### src/rtl/pixel_stream_sequencer.sv
`default_nettype none
// +----------------------------------------------------------------------------+
// | pixel_stream_sequencer                                                     |
// | Streams an N x N frame from RAM onto the kernel bus, then sweeps results.  |
// | Revision: 1.0                                                              |
// +----------------------------------------------------------------------------+
module pixel_stream_sequencer #(
  parameter int N          = 8,
  parameter int bitSize    = 6,
  parameter int pixelWidth = 8
) (
  input  logic                  clk,
  input  logic                  rst_n,
  input  logic                  start,
  input  logic                  abort,
  output logic [bitSize:0]      frame_rd_addr,
  input  logic [pixelWidth-1:0] frame_rd_data,
  output logic                  we,
  output logic [bitSize:0]      pixel_position_or_address,
  output logic [pixelWidth-1:0] data_out,
  output logic                  result_strobe,
  output logic                  busy,
  output logic                  done
);

  localparam int              c_aw       = bitSize + 1;
  localparam logic [c_aw-1:0] c_last     = c_aw'(N * N - 1);
  localparam logic [c_aw-1:0] c_one      = c_aw'(1);
  localparam logic [c_aw-1:0] c_first_rd = (N * N > 1) ? c_one : '0;

  generate
    if (N * N > (1 << c_aw)) begin : g_size_check
      $error("pixel_stream_sequencer: N*N does not fit in the address bus");
    end
  endgenerate

  typedef enum logic [2:0] {
    S_IDLE  = 3'd0,
    S_PRIME = 3'd1,
    S_WRITE = 3'd2,
    S_GAP   = 3'd3,
    S_READ  = 3'd4,
    S_DONE  = 3'd5
  } state_t;

  state_t                r_state;
  logic                  r_sub;
  logic [c_aw-1:0]       r_slot;
  logic [c_aw-1:0]       r_rd_addr;
  logic                  r_we;
  logic [c_aw-1:0]       r_addr;
  logic [pixelWidth-1:0] r_data;
  logic                  r_strobe;
  logic                  r_busy;
  logic                  r_done;

  logic [c_aw-1:0]       w_slot_nxt;
  logic [c_aw-1:0]       w_rd_nxt;

  // Prefetch address for the slot after next; the final slot parks on the last pixel.
  assign w_slot_nxt = r_slot + c_one;
  assign w_rd_nxt   = (w_slot_nxt == c_last) ? c_last : (w_slot_nxt + c_one);

  always_ff @(posedge clk or negedge rst_n) begin
    if (!rst_n) begin
      r_state   <= S_IDLE;
      r_sub     <= 1'b0;
      r_slot    <= '0;
      r_rd_addr <= '0;
      r_we      <= 1'b0;
      r_addr    <= '0;
      r_data    <= '0;
      r_strobe  <= 1'b0;
      r_busy    <= 1'b0;
      r_done    <= 1'b0;
    end else begin
      r_strobe <= 1'b0;
      r_done   <= 1'b0;
      if (abort && (r_state != S_DONE)) begin
        r_state   <= S_IDLE;
        r_sub     <= 1'b0;
        r_slot    <= '0;
        r_rd_addr <= '0;
        r_we      <= 1'b0;
        r_addr    <= '0;
        r_data    <= '0;
        r_busy    <= 1'b0;
      end else begin
        case (r_state)
          S_IDLE: begin
            if (start) begin
              r_state   <= S_PRIME;
              r_busy    <= 1'b1;
              r_rd_addr <= '0;
            end
          end
          S_PRIME: begin
            // Address 0 has been on the RAM since IDLE, so pixel 0 is already valid.
            r_state   <= S_WRITE;
            r_sub     <= 1'b0;
            r_slot    <= '0;
            r_we      <= 1'b1;
            r_addr    <= '0;
            r_data    <= frame_rd_data;
            r_rd_addr <= c_first_rd;
          end
          S_WRITE: begin
            if (!r_sub) begin
              r_sub <= 1'b1;
            end else if (r_slot == c_last) begin
              r_state   <= S_GAP;
              r_sub     <= 1'b0;
              r_we      <= 1'b0;
              r_addr    <= '0;
              r_data    <= '0;
              r_rd_addr <= '0;
            end else begin
              r_sub     <= 1'b0;
              r_slot    <= w_slot_nxt;
              r_addr    <= w_slot_nxt;
              r_data    <= frame_rd_data;
              r_rd_addr <= w_rd_nxt;
            end
          end
          S_GAP: begin
            if (!r_sub) begin
              r_sub <= 1'b1;
            end else begin
              r_state <= S_READ;
              r_sub   <= 1'b0;
              r_slot  <= '0;
              r_addr  <= '0;
            end
          end
          S_READ: begin
            if (!r_sub) begin
              r_sub    <= 1'b1;
              r_strobe <= 1'b1;
            end else if (r_slot == c_last) begin
              r_state <= S_DONE;
              r_sub   <= 1'b0;
              r_addr  <= '0;
              r_busy  <= 1'b0;
              r_done  <= 1'b1;
            end else begin
              r_sub  <= 1'b0;
              r_slot <= w_slot_nxt;
              r_addr <= w_slot_nxt;
            end
          end
          S_DONE: begin
            r_state <= S_IDLE;
          end
          default: begin
            r_state <= S_IDLE;
            r_sub   <= 1'b0;
            r_busy  <= 1'b0;
          end
        endcase
      end
    end
  end

  assign frame_rd_addr             = r_rd_addr;
  assign we                        = r_we;
  assign pixel_position_or_address = r_addr;
  assign data_out                  = r_data;
  assign result_strobe             = r_strobe;
  assign busy                      = r_busy;
  assign done                      = r_done;

endmodule
`default_nettype wire

### config.mk
export PLATFORM = sky130hd
export DESIGN_NAME = pixel_stream_sequencer
export DESIGN_NICKNAME = d
export VERILOG_FILES = /design/src/rtl/pixel_stream_sequencer.sv
export SDC_FILE = /design/constraint.sdc
export NUM_CORES = 1
export LEC_CHECK = 0
export CAP_MARGIN = 20
export CORE_MARGIN = 3
export CORE_UTILIZATION = 40
export DETAILED_ROUTE_END_ITERATION = 6
export GPL_TIMING_DRIVEN = 0
export SLEW_MARGIN = 20
export SYNTH_ARGS = -nofsm -noshare
export SYNTH_HDL_FRONTEND = slang
export SYNTH_SLANG_ARGS = --single-unit
### constraint.sdc
create_clock -name clk -period 3.7 [get_ports clk]
set_input_delay 0.74 -clock clk [delete_from_list [all_inputs] [get_ports clk]]
set_output_delay 0.74 -clock clk [all_outputs]
set_load 0.02 [all_outputs]
== Word-level counts from Yosys, hierarchy flattened ==
Cells that the tools add are included.
Widths: inputs -> output; s select.

* Bits of input ports: 12
* Logic and storage cells: 89
* Register bits: 37

* Add/sub/neg operators: 2
* Equality and inequality tests: 18
* Reduce and logical (&&, ||, !) cells: 16
* Multiplexer cells: 43

{| class="wikitable"
|+ Operator list
! cell !! count
|-
| $mux 7 || 12
|-
| $pmux 7 s3 || 3
|-
| $mux 8 || 3
|-
| $ne 3x3->1 const B || 8
|-
| $mux 3 || 7
|-
| $pmux 8 s2 || 1
|-
| $pmux 3 s5 || 1
|-
| $add 7x1->7 const B || 2
|-
| $eq 7x6->1 const B || 2
|-
| $mux 1 || 13
|-
| $reduce_and 3->1 || 3
|-
| $reduce_and 4->1 || 2
|-
| $reduce_bool 4->1 || 2
|-
| $eq 3x2->1 const B || 2
|-
| $eq 3x3->1 const B || 2
|-
| $reduce_and 6->1 || 1
|-
| $ne 2x1->1 const B || 2
|-
| $pmux 1 s2 || 2
|-
| $reduce_or 2->1 || 2
|-
| $reduce_or 4->1 || 1
|-
| $eq 3x1->1 const B || 1
|-
| $logic_not 3->1 || 1
|-
| $ne 3x1->1 const B || 1
|-
| $pmux 1 s3 || 1
|-
| 4 further kinds || 4
|}

== Longest topological paths before layout ==
Gate-level depths: netlist of the first run.

* Word-level depth: 7
* Mapped depth: 8
* Mapped depth without buffers: 7

== Least setup slack after synthesis of the first run ==
No wires, ideal clock.

* Path type: register -> register
* From: reg r_slot[1]
* To: reg r_rd_addr[5] (netlist: frame_rd_addr[5])
* Path buffers: 1
* Required time: 3.574 ns
* Path slack: 1.742 ns
* Arrival: 1.832 ns
* Cell stages (with the launch flop): 8
* Path through: dfrtp_1 -> ha_1 -> buf_4 -> and4b_1 -> o21a_1 -> o32ai_4 -> nor4_4 -> a221o_1

* Longest elaborated chain between the ends: 7
* Elaborated cells on any way between the ends: 9
* Those cells by class: add/sub: 2; eq/ne: 2; mux: 5

{| class="wikitable"
|+ RTL lines
! item !! line !! RTL
|-
| start: declaration || 48 || <nowiki>logic [c_aw-1:0] r_slot;</nowiki>
|-
| start signal: assignment || 119 || <nowiki>r_slot <= w_slot_nxt;</nowiki>
|-
| start signal: assignment || 147 || <nowiki>r_slot <= w_slot_nxt;</nowiki>
|-
| $add 7x1->7 || 61 || <nowiki>assign w_slot_nxt = r_slot + c_one;</nowiki>
|-
| $add 7x1->7 / $eq 7x6->1 (equally long branches) || 62 || <nowiki>assign w_rd_nxt = (w_slot_nxt == c_last) ? c_last : (w_slot_nxt + c_one);</nowiki>
|-
| $mux 7 || 62 ||
|-
| $mux 7 * || 110 || <nowiki>end else if (r_slot == c_last) begin</nowiki>
|-
| $mux 7 * || 108 || <nowiki>if (!r_sub) begin</nowiki>
|-
| $pmux 7 s3 * || 89 || <nowiki>case (r_state)</nowiki>
|-
| $mux 7 * || 79 || <nowiki>if (abort && (r_state != S_DONE)) begin</nowiki>
|-
| end signal: assignment || 105 || <nowiki>r_rd_addr <= c_first_rd;</nowiki>
|-
| end signal: assignment || 122 || <nowiki>r_rd_addr <= w_rd_nxt;</nowiki>
|-
| end: declaration || 49 || <nowiki>logic [c_aw-1:0] r_rd_addr;</nowiki>
|}

Every way passes the cells marked *; elsewhere a longest branch is shown, timed or not. The select of a mux whose other input is x is not followed.
A chain may end at the register's enable or synchronous reset.

== Worst setup path after layout of the first run ==
* From: in abort
* To: reg r_slot[2]

* Longest elaborated chain between the ends: 3
* Elaborated cells on any way between the ends: 7
* Those cells by class: eq/ne: 3; mux: 1; reduce/logical: 3

{| class="wikitable"
|+ RTL lines
! item !! line !! RTL
|-
| start: declaration || 15 || <nowiki>input logic abort,</nowiki>
|-
| $logic_and 1x1->1 * || 79 ||
|-
| $ne 3x3->1 (no source line), or another cell as far along || - ||
|-
| $reduce_and 4->1 (no source line) || - ||
|}

Every way passes the cells marked *; elsewhere a longest branch is shown, timed or not.

==> flow_summary.json, run 1 <==
{
  "status": "finished clean",
  "synth_ff_type": "dfrtp_1",
  "synth_commonest_cells": "dfrtp_1, nor2_1, nand2_1",
  "clock_latency_ns": 0.29,
  "synth_area_mm2": 0.00208,
  "synth_most_common_cell": "dfrtp_1",
  "cts_tree": "yes",
  "ant_nets": 0,
  "die_y_um": 78.0,
  "power_density_mw_per_mm2": 353,
  "io_pins": 38,
  "p_total_uw": 942,
  "post-cts-setup-buffers": 0,
  "clkSinkCount": 37,
  "setup_viol": 0,
  "cts_buffers": 5,
  "syn_to_final_growth_pct": 28.6,
  "drt-total-wl_um": 4750,
  "end_kind": "flop",
  "post-route-drc-count": 0,
  "synth_cells": 198,
  "skew_ns": 0.00649,
  "drv_cap": 0,
  "fin_cells": 311,
  "drive_gt1_share_pct": 14.3,
  "r2r_slack_ns": 1.54,
  "rows": 25,
  "rsz0062_at_grt": "false",
  "synth.area.top_cells": "dfrtp_1, a22o_1, xor2_1",
  "first_iter_violations": 150,
  "cts_resized": 0,
  "globalRouteTotalUtil_pct": 16.7,
  "final.period_utilization_pct": 65.7,
  "die_area_mm2": 0.00609,
  "place_inst": 303,
  "drv_slew": 0,
  "crit_fanout": 10,
  "finalCriticalPeriod_ns": 2.43,
  "cts_max_level": 2,
  "max-slew-margin-rel_pct": 53.7,
  "ys_types": 53,
  "cts_hold_buf": 0,
  "yosys.area.top_type": "dfrtp_1",
  "clkTransAtPathRegs_ns": 0.07,
  "start_kind": "primary input",
  "hpwl_um": 3430,
  "grt_pass1_vias": 1586,
  "grt_max_degree": 23,
  "min_path_type": "primary input to asynchronous set/reset pin",
  "peakVddDrop_mv": 0.256,
  "gp_congestion": 0.850,
  "synth_edf_count": 0,
  "core_mm2": 0.00488,
  "synth_fp_nets": 212,
  "ys_warn_count": 0,
  "grt_pass1_wl_um": 7990,
  "worst_pin_slew_ns": 0.694,
  "p_leak_uw": 0.00119,
  "hold_viol_final": 0,
  "post-route-util_pct": 54.7,
  "detail_route.wl_per_cell_um": 15.3,
  "viasPerCell": 5.23,
  "clockBufferDepth": 2,
  "max_freq_mhz": 412,
  "cts-root-buf": "clkbuf_8",
  "drt-pass1-iter-count": 4,
  "avgSynthCellArea_um2": 10.5,
  "ys_ff_latch": 37,
  "dieWidth_um": 78.0,
  "crit_type": "primary input to flop",
  "initial_core_util_pct": 42.5,
  "vias": 1626,
  "async_flop_share_pct": 100,
  "timing.setup.tns_ns": 0,
  "grt_overflow": 0,
  "antenna_found_initial": 0,
  "numPortBuffers": 37,
  "final_nets": 257,
  "synth_top_area_share_pct": 44.6,
  "seq_area_frac_synth_pct": 44.6,
  "antenna_cells": 0,
  "arrival_ns": 2.65,
  "required_ns": 3.92
}
-- logic make-up after synthesis --
logic type               after synthesis  synth area share [%]
AO/OA/AOI/OAI                         65                  25.6
AND/OR/NAND/NOR                       61                  17.7
flip-flops                            37                  44.6
buffers and inverters                 22                  6.21
XOR/XNOR                              11                  4.64
adder cells (fa/ha/maj)                2                  1.21
-- per-layer routing --
layer	share of wire [%]	track usage, %	vias up
li1	-	-	821
met1	51	24.2	746
met2	42	24.1	55
met3	6.0	4.82	4
met4	1.0	4.72	0
met5	0	0	-
-- cell type report --
type	count	area, um^2
Sequential cell	37	926
Clock inverter	1	30.0
Inverter	7	26.3
Clock buffer	7	86.3
Fill cell	452	2210
Tap cell	67	83.8
Multi-Input combinational cell	139	1020
Timing Repair Buffer	38	393
Buffer	15	103
-- worst paths after layout --
path                                              start                            to  depth (start not counted)
max in group asynchronous                         rst_n                    r_state[0]                          2
min in group clk           pixel_position_or_address[4]  pixel_position_or_address[4]                          1
setup reg to reg                              r_slot[1]              frame_rd_addr[1]                          7
hold / removal                                    rst_n              frame_rd_addr[6]                          1
setup / recovery                                  abort                     r_slot[2]                          5
hold reg to reg            pixel_position_or_address[4]  pixel_position_or_address[4]                          1
-- power by group --
group	switching, uW	internal [uW]	total, uW
sequential	10.5	419	429
combinational	87.7	68.4	156
clock	137	220	357
-- critical path, cell delays in order --
cell and delay (ns):
clkdlybuf4s50_1 0.48, clkbuf_1 0.27, or2_2 0.36, o221ai_1 0.57, a22o_1 0.22
-- flip-flops by register name (all words and copies together) (netlist names) --
signal,count
data_out,8
frame_rd_addr,7
pixel_position_or_address,7
r_slot,7
r_state,3
busy,1
done,1
r_sub,1
result_strobe,1
we,1
-- through the flow --
step	setup slack, ns	hold WS, ns	area (um^2)
global route	1.16	0.398	2670
CTS	1.28	0.379	2670
floorplan	1.74	0.444	2080
global placement	0.991	0.470	2530
detailed placement	0.990	0.467	2550
finish	1.27	0.376	2670
-- cells in the final DEF, fill, tap and decap left out, drive strengths merged, types with 9 or more instances in the layout --
cell            n
dfrtp          37
xor2            9
clkbuf         11
a22o           13
nand2          15
buf            13
o21ai          12
nor2           17
clkdlybuf4s50  36
Power figures use the tool's default switching activity.
==> inputs of run 2 (changes only) <==
==> constraint.sdc (replaced) <==
create_clock -name clk -period 2.5 [get_ports clk]
set_input_delay 0.5 -clock clk [delete_from_list [all_inputs] [get_ports clk]]
set_output_delay 0.5 -clock clk [all_outputs]
set_load 0.02 [all_outputs]
==> results of run 2 <==
The final DEF is identical to that of run 1. Status: finished clean.
Main changes from that run: setup slack after placement 0.990 ns -> 0.0298 ns; setup slack after layout 1.27 ns -> 0.310 ns; hold slack 0.376 ns -> 0.136 ns; register-to-register setup slack 1.54 ns -> 0.34 ns; total power 942 uW -> 1390 uW; worst IR drop on VDD 0.256 mV -> 0.379 mV
==> inputs of run 3 (changes only) <==
--- a/config.mk
+++ b/config.mk
@@ -6,11 +6,10 @@
 export NUM_CORES = 1
 export LEC_CHECK = 0
 export CAP_MARGIN = 20
-export CORE_MARGIN = 3
+export CORE_MARGIN = 4
 export CORE_UTILIZATION = 40
 export DETAILED_ROUTE_END_ITERATION = 6
 export GPL_TIMING_DRIVEN = 0
-export SLEW_MARGIN = 20
 export SYNTH_ARGS = -nofsm -noshare
 export SYNTH_HDL_FRONTEND = slang
 export SYNTH_SLANG_ARGS = --single-unit
==> run 3 against run 2 <==
Compared with the run above:
- sequential power is essentially flat
- via count down 0.62%
- utilization fell by 0.49 points
- flip-flop and latch count is the same
- final area decreased by 0.89%
- combinational power is 3% lower
- total power about the same
- critical endpoint unchanged
- largest cell class unchanged
- highest routed layer unchanged
==> flow_summary.json, run 3 (synthesized netlist as in run 1, its figures left out) <==
{
  "final_nets": 256,
  "clockBufferDepth": 2,
  "gp_congestion": 0.839,
  "cts_hold_buf": 0,
  "place_inst": 302,
  "combPwrFrac_pct": 16.1,
  "drv_cap": 0,
  "finalCriticalPeriod_ns": 2.16,
  "p_int_uw": 1040,
  "first_iter_violations": 124,
  "worst_pin_slew_ns": 0.807,
  "final_cell_mix": "dfrtp_1, clkdlybuf4s50_1, nor2_1",
  "initial_core_util_pct": 42.5,
  "reg2reg_to": "frame_rd_addr[3]",
  "worstRegToRegCells": 7,
  "rsz0062_at_grt": "false",
  "cts-root-buf": "clkbuf_8",
  "clkSinkCount": 37,
  "die_y_um": 80.0,
  "dieWidth_um": 80.0,
  "fillers": 468,
  "setup_viol": 0,
  "die_area_mm2": 0.00641,
  "clkTransAtPathRegs_ns": 0.08,
  "syn_to_final_growth_pct": 27.4,
  "max_freq_mhz": 463,
  "grt_max_degree": 38,
  "crit_fanout": 10,
  "r2r_start": "r_slot[1]",
  "globalRouteTotalUtil_pct": 16.0,
  "ant_nets": 0,
  "cts_resized": 0,
  "cts_buffers": 5,
  "skew_ns": 0.0125,
  "rows": 25,
  "drt-pass1-iter-count": 4,
  "drive_gt1_share_pct": 14.4,
  "final.period_utilization_pct": 86.4,
  "required_ns": 2.73,
  "drv_slew": 0,
  "grt_pass1_vias": 1544,
  "post-route-drc-count": 0,
  "clock_latency_ns": 0.30,
  "p_seq_share_pct": 45.5,
  "cts_tree": "yes",
  "numPortBuffers": 37,
  "max-slew-margin-rel_pct": 46.2,
  "p_leak_uw": 0.00117,
  "hpwl_um": 3280,
  "antenna_found_initial": 0,
  "viasPerCell": 5.21,
  "detail_route.wl_per_cell_um": 15.0,
  "cts_max_level": 2,
  "start_kind": "primary input",
  "power_density_mw_per_mm2": 527,
  "post-cts-setup-buffers": 0,
  "netSwitchingFraction_pct": 25.4,
  "largest_reg_flops": 8,
  "layout_commonest_cell": "dfrtp_1",
  "r2r_slack_ns": 0.35,
  "clkPwrFrac_pct": 38.4,
  "post-route-util_pct": 54.2,
  "core_mm2": 0.00488,
  "io_pins": 38,
  "antenna_cells": 0,
  "crit_type": "primary input to flop",
  "hold_viol_final": 0,
  "grt_overflow": 0,
  "switchingPower_uw": 354,
  "status": "finished clean",
  "end_kind": "flop",
  "vias": 1616,
  "timing.setup.tns_ns": 0,
  "drt-total-wl_um": 4660,
  "peakVddDrop_mv": 0.289,
  "grt_pass1_wl_um": 7890,
  "arrival_ns": 2.39,
  "min_path_type": "primary input to asynchronous set/reset pin",
  "fin_cells": 310
}
[run 3: metal layers]
| layer | global-route usage, % | vias up | wire length (um) |
|---|---|---|---|
| met3 | 4.51 | 7 | 301 |
| met1 | 23.9 | 743 | 2330 |
| met5 | 0 | - | 0 |
| li1 | - | 813 | - |
| met2 | 21.9 | 53 | 1950 |
| met4 | 5.57 | 0 | 70 |
[run 3: worst max-delay path: stages]
cell	delay, ns
clkdlybuf4s50_1	0.48
clkbuf_1	0.26
or2_2	0.35
o221ai_1	0.57
a22o_1	0.22
[run 3: layout make-up]
class                      count  area [um^2]  share of cell area (%)
timing repair buffer          37          365                    13.8
tap                           67         83.8                    3.17
sequential                    37          926                    35.0
clock buffer                   6         82.6                    3.12
buffer                        15          103                    3.88
inverter                       7         26.3                   0.993
clock inverter                 2         37.5                    1.42
multi-input combinational    139         1020                    38.6
[run 3: stage by stage]
| stage | setup WS [ns] | power [uW] | hold slack (ns) | instance area (um^2) |
|---|---|---|---|---|
| after global routing | 0.189 | 1460 | 0.354 | 2650 |
| after global placement | 0.0256 | 874 | 0.469 | 2530 |
| after floorplan | 0.542 | 778 | 0.204 | 2080 |
| after CTS | 0.341 | 1410 | 0.321 | 2650 |
| final | 0.340 | 1390 | 0.294 | 2650 |
| after detailed placement | 0.0326 | 872 | 0.472 | 2520 |
[run 3: worst max path at each step]
| stage | from | to | slack, ns | depth (start not counted) |
|---|---|---|---|---|
| 4_1_cts | r_slot[1] | frame_rd_addr[3] | 0.34 | 7 |
| 5_1_grt | r_slot[1] | frame_rd_addr[2] | 0.19 | 7 |
| 6_report | abort | r_slot[2] | 0.34 | 5 |
| 2_1_floorplan | r_slot[1] | frame_rd_addr[5] | 0.54 | 7 |
| 3_3_place_gp | rst_n | data_out[0] | 0.03 | 1 |
| 3_5_place_dp | abort | r_slot[2] | 0.03 | 5 |
[run 3: power by group through the flow]
stage | sequential (uW) | combinational [uW] | clock [uW]
finish | 634 | 225 | 536
global route | 638 | 246 | 572
CTS | 634 | 227 | 551
detailed placement | 645 | 226 | 0
global placement | 646 | 228 | 0
floorplan | 665 | 113 | 0
